**src/rtl/div_pkg.sv**
```systemverilog
// Shared types and constants for the sequential restoring divider.
package div_pkg;

  typedef enum logic [1:0] {
    ST_IDLE = 2'd0,
    ST_RUN  = 2'd1,
    ST_DONE = 2'd2
  } div_state_t;

  localparam int DIV_WIDTH = 8;
  localparam int DIV_CNT_W = $clog2(DIV_WIDTH + 1);

  // Step-counter width for an arbitrary operand width.
  function automatic int div_cnt_w(input int w);
    return $clog2(w + 1);
  endfunction

endpackage

```
**src/rtl/div_step.sv**
```systemverilog
// One combinational restoring shift/subtract step of the divider.
module div_step
  import div_pkg::*;
#(
  parameter int WIDTH = DIV_WIDTH
) (
  input  logic [WIDTH:0]   rem_in,
  input  logic             bit_in,
  input  logic [WIDTH-1:0] divisor,
  output logic [WIDTH:0]   rem_out,
  output logic             q_bit
);

  logic [WIDTH:0] shifted_s;
  logic [WIDTH:0] trial_s;

  // Shift in the next dividend bit, trial-subtract, restore on borrow.
  always_comb begin
    shifted_s = {rem_in[WIDTH-1:0], bit_in};
    trial_s   = shifted_s - {1'b0, divisor};
    // A set bit shifted out of the top means the true value exceeds any divisor.
    q_bit     = rem_in[WIDTH] | ~trial_s[WIDTH];
    if (q_bit) begin
      rem_out = trial_s;
    end else begin
      rem_out = shifted_s;
    end
  end

endmodule

```
**src/rtl/div8_seq.sv**
```systemverilog
// Iterative restoring divider, one quotient bit per clock, start/done handshake.
// Optional two's-complement operation when DIV_SIGNED_EN is defined.
module div8_seq
  import div_pkg::*;
#(
  parameter int WIDTH = DIV_WIDTH
) (
  input  logic             clk,
  input  logic             rst_n,
  input  logic             start,
  input  logic [WIDTH-1:0] dividend,
  input  logic [WIDTH-1:0] divisor,
  output logic             busy,
  output logic             done,
  output logic [WIDTH-1:0] quotient,
  output logic [WIDTH-1:0] remainder,
  output logic             div_by_zero
);

  localparam int CNT_W = div_cnt_w(WIDTH);

  div_state_t       state_r, state_nx_s;
  logic             accept_s, zero_div_s, last_s;
  logic [CNT_W-1:0] cnt_r;
  logic [WIDTH-1:0] dvd_r, dsr_r;
  logic [WIDTH:0]   prem_r, rem_nx_s;
  logic             q_bit_s;
  logic [WIDTH-1:0] q_raw_s, r_raw_s, q_fix_s, r_fix_s;
  logic [WIDTH-1:0] dvd_cap_s, dsr_cap_s;
  logic             busy_r, done_r, dbz_r;
  logic [WIDTH-1:0] quotient_r, remainder_r;

  assign zero_div_s = (divisor == {WIDTH{1'b0}});
  assign last_s     = (cnt_r == CNT_W'(WIDTH - 1));
  assign q_raw_s    = {dvd_r[WIDTH-2:0], q_bit_s};
  assign r_raw_s    = rem_nx_s[WIDTH-1:0];

  div_step #(.WIDTH(WIDTH)) u_step (
    .rem_in  (prem_r),
    .bit_in  (dvd_r[WIDTH-1]),
    .divisor (dsr_r),
    .rem_out (rem_nx_s),
    .q_bit   (q_bit_s)
  );

`ifdef DIV_SIGNED_EN
  logic neg_q_r, neg_r_r;

  function automatic logic [WIDTH-1:0] negate(input logic [WIDTH-1:0] v);
    return ~v + {{(WIDTH-1){1'b0}}, 1'b1};
  endfunction

  // Magnitudes feed the unsigned datapath; signs are reapplied on the way out.
  always_comb begin
    dvd_cap_s = dividend[WIDTH-1] ? negate(dividend) : dividend;
    dsr_cap_s = divisor[WIDTH-1]  ? negate(divisor)  : divisor;
    q_fix_s   = neg_q_r ? negate(q_raw_s) : q_raw_s;
    r_fix_s   = neg_r_r ? negate(r_raw_s) : r_raw_s;
  end

  // Result sign flags captured with the operands.
  always_ff @(posedge clk or negedge rst_n) begin
    if (!rst_n) begin
      neg_q_r <= 1'b0;
      neg_r_r <= 1'b0;
    end else if (accept_s) begin
      neg_q_r <= dividend[WIDTH-1] ^ divisor[WIDTH-1];
      neg_r_r <= dividend[WIDTH-1];
    end else begin
      neg_q_r <= neg_q_r;
      neg_r_r <= neg_r_r;
    end
  end
`else
  // Unsigned build: operands and results pass straight through.
  always_comb begin
    dvd_cap_s = dividend;
    dsr_cap_s = divisor;
    q_fix_s   = q_raw_s;
    r_fix_s   = r_raw_s;
  end
`endif

  // State register with registered busy/done derived from the next state.
  always_ff @(posedge clk or negedge rst_n) begin
    if (!rst_n) begin
      state_r <= ST_IDLE;
      busy_r  <= 1'b0;
      done_r  <= 1'b0;
    end else begin
      state_r <= state_nx_s;
      busy_r  <= (state_nx_s == ST_RUN);
      done_r  <= (state_nx_s == ST_DONE);
    end
  end

  // Next-state logic; a start is honoured in IDLE and DONE only.
  always_comb begin
    state_nx_s = state_r;
    accept_s   = 1'b0;
    case (state_r)
      ST_IDLE, ST_DONE: begin
        if (start) begin
          accept_s   = 1'b1;
          state_nx_s = zero_div_s ? ST_DONE : ST_RUN;
        end else begin
          state_nx_s = ST_IDLE;
        end
      end
      ST_RUN: begin
        if (last_s) begin
          state_nx_s = ST_DONE;
        end else begin
          state_nx_s = ST_RUN;
        end
      end
      default: state_nx_s = ST_IDLE;
    endcase
  end

  // Operand capture, iteration and result registers.
  always_ff @(posedge clk or negedge rst_n) begin
    if (!rst_n) begin
      cnt_r       <= {CNT_W{1'b0}};
      dvd_r       <= {WIDTH{1'b0}};
      dsr_r       <= {WIDTH{1'b0}};
      prem_r      <= {(WIDTH+1){1'b0}};
      quotient_r  <= {WIDTH{1'b0}};
      remainder_r <= {WIDTH{1'b0}};
      dbz_r       <= 1'b0;
    end else if (accept_s) begin
      if (zero_div_s) begin
        quotient_r  <= {WIDTH{1'b1}};
        remainder_r <= dividend;
        dbz_r       <= 1'b1;
      end else begin
        dvd_r  <= dvd_cap_s;
        dsr_r  <= dsr_cap_s;
        prem_r <= {(WIDTH+1){1'b0}};
        cnt_r  <= {CNT_W{1'b0}};
      end
    end else if (state_r == ST_RUN) begin
      prem_r <= rem_nx_s;
      dvd_r  <= q_raw_s;
      cnt_r  <= cnt_r + CNT_W'(1);
      if (last_s) begin
        quotient_r  <= q_fix_s;
        remainder_r <= r_fix_s;
        dbz_r       <= 1'b0;
      end
    end
  end

  assign busy        = busy_r;
  assign done        = done_r;
  assign quotient    = quotient_r;
  assign remainder   = remainder_r;
  assign div_by_zero = dbz_r;

endmodule

```
**config.mk**
```make
export PLATFORM = sky130hd
export DESIGN_NAME = div8_seq
export DESIGN_NICKNAME = d
export VERILOG_FILES = /design/src/rtl/div_pkg.sv /design/src/rtl/div_step.sv /design/src/rtl/div8_seq.sv
export SDC_FILE = /design/constraint.sdc
export NUM_CORES = 1
export LEC_CHECK = 0
export ABC_CLOCK_PERIOD_IN_PS = 7060
export CORE_ASPECT_RATIO = 1.5
export CORE_MARGIN = 1
export CORE_UTILIZATION = 59
export DETAILED_ROUTE_END_ITERATION = 7
export PLACE_DENSITY = 0.85
export SYNTH_ARGS = -nofsm -noshare
export SYNTH_HDL_FRONTEND = slang
export SYNTH_SLANG_ARGS = --single-unit
```
**constraint.sdc**
```tcl
create_clock -name clk -period 7.06 [get_ports clk]
set_clock_uncertainty 0.05 [all_clocks]
set_input_delay 1.412 -clock clk [delete_from_list [all_inputs] [get_ports clk]]
set_output_delay 1.412 -clock clk [all_outputs]
set_load 0.02 [all_outputs]
```
**Yosys cells after proc, flatten, opt, wreduce, memory -nomap -nowiden**

Index checks and enable logic that the tools add are counted.

- Flip-flop bits (word level): 50
- Input bits: 19
- Output and inout bits: 19
- Word-level logic and storage cells: 58

- $add $sub $neg: 2
- Equal/unequal tests: 7
- Multiplexer cells: 28
- Bitwise logic cells: 3
- Reductions and logical operators: 8

Operator list:

| operator | number |
|---|---|
| $mux W8 | 11 |
| $mux W9 | 4 |
| $mux W4 | 3 |
| $sub A9 B8 Y9 | 1 |
| $logic_not A8 Y1 | 1 |
| $mux W1 | 6 |
| $mux W2 | 3 |
| $add A4 B1 Y4 const B | 1 |
| $eq A2 B1 Y1 const B | 2 |
| $eq A2 B2 Y1 const B | 2 |
| $eq A4 B3 Y1 const B | 1 |
| $pmux W2 S2 | 1 |
| $reduce_and A2 Y1 | 2 |
| $reduce_bool A2 Y1 | 2 |
| $reduce_and A3 Y1 | 1 |
| $logic_not A2 Y1 | 1 |
| $ne A2 B1 Y1 const B | 1 |
| $ne A2 B2 Y1 const B | 1 |
| $not A1 Y1 | 2 |
| $reduce_or A2 Y1 | 1 |
| $or A1 B1 Y1 | 1 |

**Logic depth before layout (Yosys ltp)**

- Depth in word-level cells: 7
- Depth in mapped cells: 10
- Mapped depth without buffers: 9

**Modules after synthesis**

From an unflattened synthesis, not the netlist that was laid out.

- Cell total of the unflattened synthesis: 283
- Area total of the unflattened synthesis: 2836.5 um2

By module, submodules not included:

| module | times used | cells an instance | area an instance (um2) | sequential area each (um2) |
|---|---|---|---|---|
| div8_seq | 1 | 212 | 2258.4 | 1251.2 |
| div_step | 1 | 71 | 578.1 | 0.0 |

**Worst setup path before layout**

Ideal clock, no wire load.

- Path kind: input-to-reg
- Start: input divisor[5]
- End: register dvd_r[1]
- Library setup time: 130 ps
- Arrival: 2717 ps
- Required time: 6880 ps
- Setup slack: 4163 ps
- Stages: 6
- Path buffers: 1
- Path through: or4_1 > o21ai_2 > nand2_1 > buf_2 > nor2_1 > a31oi_1

- Word-level cells in the longest chain between the ends: 3

RTL lines:

| element | line | text |
|---|---|---|
| start, declared | div8_seq.sv:12 | `input logic [WIDTH-1:0] divisor,` |
| $logic_not A8 Y1 | div8_seq.sv:33 | `assign zero_div_s = (divisor == {WIDTH{1'b0}});` |
| $ne A2 B2 Y1 (no source line) | -- |  |
| $reduce_and A2 Y1 (no source line) | -- |  |
| end signal, assigned | div8_seq.sv:125 | `dvd_r <= {WIDTH{1'b0}};` |
| end signal, assigned | div8_seq.sv:137 | `dvd_r <= dvd_cap_s;` |
| end signal, assigned | div8_seq.sv:144 | `dvd_r <= q_raw_s;` |
| end, declared | div8_seq.sv:25 | `logic [WIDTH-1:0] dvd_r, dsr_r;` |

No other way between the ends.
A chain may end at the register's enable or synchronous reset.

**Final worst setup path**

- Start: input start
- End: register prem_r[8]

- Word-level cells in the longest chain between the ends: 4
- Elaborated cells on any way between the ends: 6
- Those cells by class: eq/ne (1); mux (3); reduce/logical (2)

RTL lines:

| element | line | text |
|---|---|---|
| start, declared | div8_seq.sv:10 | `input logic start,` |
| $mux W1 * | div8_seq.sv:103 | `if (start) begin` |
| $mux W1 * | div8_seq.sv:101 | `case (state_r)` |
| $ne A2 B2 Y1 (no source line) / $reduce_bool A2 Y1 (equally long branches) | -- |  |
| $reduce_and A2 Y1 (no source line) | -- |  |
| end signal, assigned | div8_seq.sv:127 | `prem_r <= {(WIDTH+1){1'b0}};` |
| end signal, assigned | div8_seq.sv:139 | `prem_r <= {(WIDTH+1){1'b0}};` |
| end signal, assigned | div8_seq.sv:143 | `prem_r <= rem_nx_s;` |
| end, declared | div8_seq.sv:26 | `logic [WIDTH:0] prem_r, rem_nx_s;` |

Mark *: on every way between the ends. The rest lies on a longest branch, timed or not.

==> results.json <==
{
  "outcome": "finished with violations",
  "violations": "DRC",
  "clkPwrFrac_pct": 9.3,
  "synth_mux_area_share_pct": 0,
  "grt_usage_pct": 29.9,
  "vias": 2417,
  "synth_top_family_by_area": "compound AO/OA/AOI/OAI gates",
  "drv_cap": 0,
  "yosysUniqueCellTypes": 47,
  "num_rows": 29,
  "num-fill-cells": 347,
  "cts_sinks": 50,
  "rsz0062_at_grt": "false",
  "die_y_um": 85.1,
  "first_global_vias": 2381,
  "nets": 354,
  "clkSlewWorstSetupHoldPaths_ns": 0.09,
  "power_frac_comb_pct": 60.8,
  "initial_utilization_pct": 62.9,
  "avgViaCountPerCell": 6.50,
  "wl_per_cell_um": 17.8,
  "ant_nets": 0,
  "hold_path.class": "reg -> reg",
  "cp.required_ns": 7.20,
  "cts_hold_buf": 0,
  "grt_max_degree": 51,
  "io_pins": 38,
  "wirelength_mm": 6.64,
  "ctsLongestPathBuffers": 2,
  "intPower_uw": 952,
  "arrival_ns": 3.63,
  "min_period_ns": 3.49,
  "slew_headroom_pct": 28.4,
  "synthXorXnorAreaFrac_pct": 1.61,
  "ir_worst_vdd_v": 0.000304,
  "synth_compound_area_share_pct": 22.7,
  "synth_seq_cells": 50,
  "cts_max_level": 2,
  "path_max_fanout": 17,
  "first_pass_iters": 6,
  "postLayoutCellArea_sq_um": 3170,
  "port_buffers": 37,
  "rr_startpoint": "dvd_r[7]",
  "total_power_uw": 1790,
  "drv_slew": 0,
  "seqCellArea_sq_um": 1250,
  "critPathKind": "in -> reg",
  "antenna_cells": 0,
  "yosys_warnings": 0,
  "worst_setup_path_end_kind": "register",
  "final_common_cell": "dfrtp_1",
  "synth_simple_gate_area_share_pct": 20.5,
  "synth_area_sq_um": 2710,
  "place.gp.congestion": 0.906,
  "period_share_pct": 49.5,
  "synth_edf_count": 0,
  "switching_share_pct": 46.9,
  "fmax_mhz": 286,
  "setup_viol_count_final": 0,
  "clockRootBuffer": "clkbuf_8",
  "cp-start-kind": "primary input",
  "drt_iter0_drc": 136,
  "clk_latency_ns": 0.30,
  "syn-num-nets": 324,
  "post_cts_buffers": 0,
  "cts_buffers": 5,
  "postSynthAreaPerCell_sq_um": 9.20,
  "p_sw_uw": 841,
  "dieArea_sq_um": 4880,
  "power_frac_seq_pct": 29.9,
  "cts_tree": "built",
  "worst_slack_ns": 3.57,
  "tns_ns": 0,
  "synthAdderAreaFrac_pct": 4.89,
  "multi_input_area_sq_um": 1350,
  "drive_gt1_share_pct": 6.13,
  "synth_seq_area_share_pct": 46.1,
  "power_density_nw_per_um2": 566,
  "drc": 3,
  "cp-startpoint": "start",
  "hold_start": "div_by_zero",
  "leakagePower_uw": 0.00136,
  "syn-instance-count": 295,
  "antenna_found_initial": 0,
  "layout_common_cells": "dfrtp_1, nand2_1, clkdlybuf4s50_1",
  "postSynth.asyncResetShare_pct": 100,
  "die_w_um": 57.4,
  "grt_pass1_wl_mm": 11.2,
  "area_growth_pct": 16.8,
  "finalHoldViolations": 0,
  "grt_overflow_total": 0,
  "synth_top_flop_cell": "dfrtp_1",
  "cts_resized": 0,
  "dp_hpwl_mm": 4.85,
  "coreArea_sq_um": 4320,
  "post-place-ws_ns": 3.27,
  "placed_area_sq_um": 3080,
  "worst_slew_pin_slew_ns": 1.07
}
worst max-delay path: stages:
cell and delay, ns:
clkdlybuf4s50_1 0.47, nand2b_1 0.36, a21oi_1 0.77, nor2_1 0.28, o21ai_0 0.27, nand2_1 0.07
registers in the layout, indices dropped and copies added, names as in the netlist:
| register | cells |
|---|---|
| done | 1 |
| quotient | 8 |
| remainder | 8 |
| div_by_zero | 1 |
| cnt_r | 4 |
| dvd_r | 8 |
| busy | 1 |
| dsr_r | 8 |
| prem_r | 9 |
| state_r | 2 |
kinds of logic after synthesis:
family          Yosys count
buf+inv                  27
fa+ha+maj                10
flops                    50
simple gates            107
compound gates           96
xor+xnor                  5
area by class of cell:
class                           instances  share of cell area, %
Clock buffer                            5                   2.17
Multi-Input combinational cell        218                   42.6
Sequential cell                        50                   39.5
Inverter                               11                   1.30
Tap cell                               46                   1.82
Clock inverter                          3                  0.671
Timing Repair Buffer                   39                   12.0
through the flow:
step | util [%] | hold WS [ns] | cells
after global routing | 73.4 | 0.455 | 372
after global placement | 71.3 | 0.412 | 364
after detailed placement | 71.3 | 0.413 | 364
after floorplan | - | 0.410 | 295
after CTS | 73.4 | 0.437 | 372
final | 73.4 | 0.429 | 372
path summary, 6_finish.rpt:
check	depth (start not counted)	slack, ns	endpoint
setup / recovery	6	3.57	prem_r[8]
hold reg to reg	2	0.43	div_by_zero
hold / removal	2	0.43	div_by_zero
setup reg to reg	9	4.11	remainder[5]
min in group asynchronous	1	1.25	state_r[1]
max in group asynchronous	1	5.05	prem_r[1]
layer usage:
layer	global-route usage (%)	vias to the layer above	share of wire, %
met1	35.5	1178	39
met2	52.7	95	53
li1	-	1130	-
met4	12.4	0	2.2
met3	4.88	14	5.1
met5	0	-	0
synth_stat cells (all sizes together), types with 5 or more instances:
cell / instances / area (sq um)
dfrtp: 50 / 1250
nand2: 44 / 165
o21ai: 30 / 154
a21oi: 22 / 110
nor2: 14 / 52.6
clkbuf: 12 / 45.0
inv: 11 / 41.3
ha: 9 / 113
o211ai: 9 / 77.6
a31oi: 8 / 50.1
nand3: 8 / 40.0
and3: 7 / 43.8
o31ai: 6 / 45.0
nor4: 5 / 37.5
o22a: 5 / 43.8
or3: 5 / 31.3
power by group through the flow:
stage	Sequential, uW	Combinational, uW	Clock (uW)
2_1_floorplan	576	729	0
3_3_place_gp	535	1030	0
3_5_place_dp	540	1070	0
4_1_cts	535	1070	170
5_1_grt	553	1200	179
6_report	537	1090	167
No activity file was read; power rests on OpenSTA's default activity.
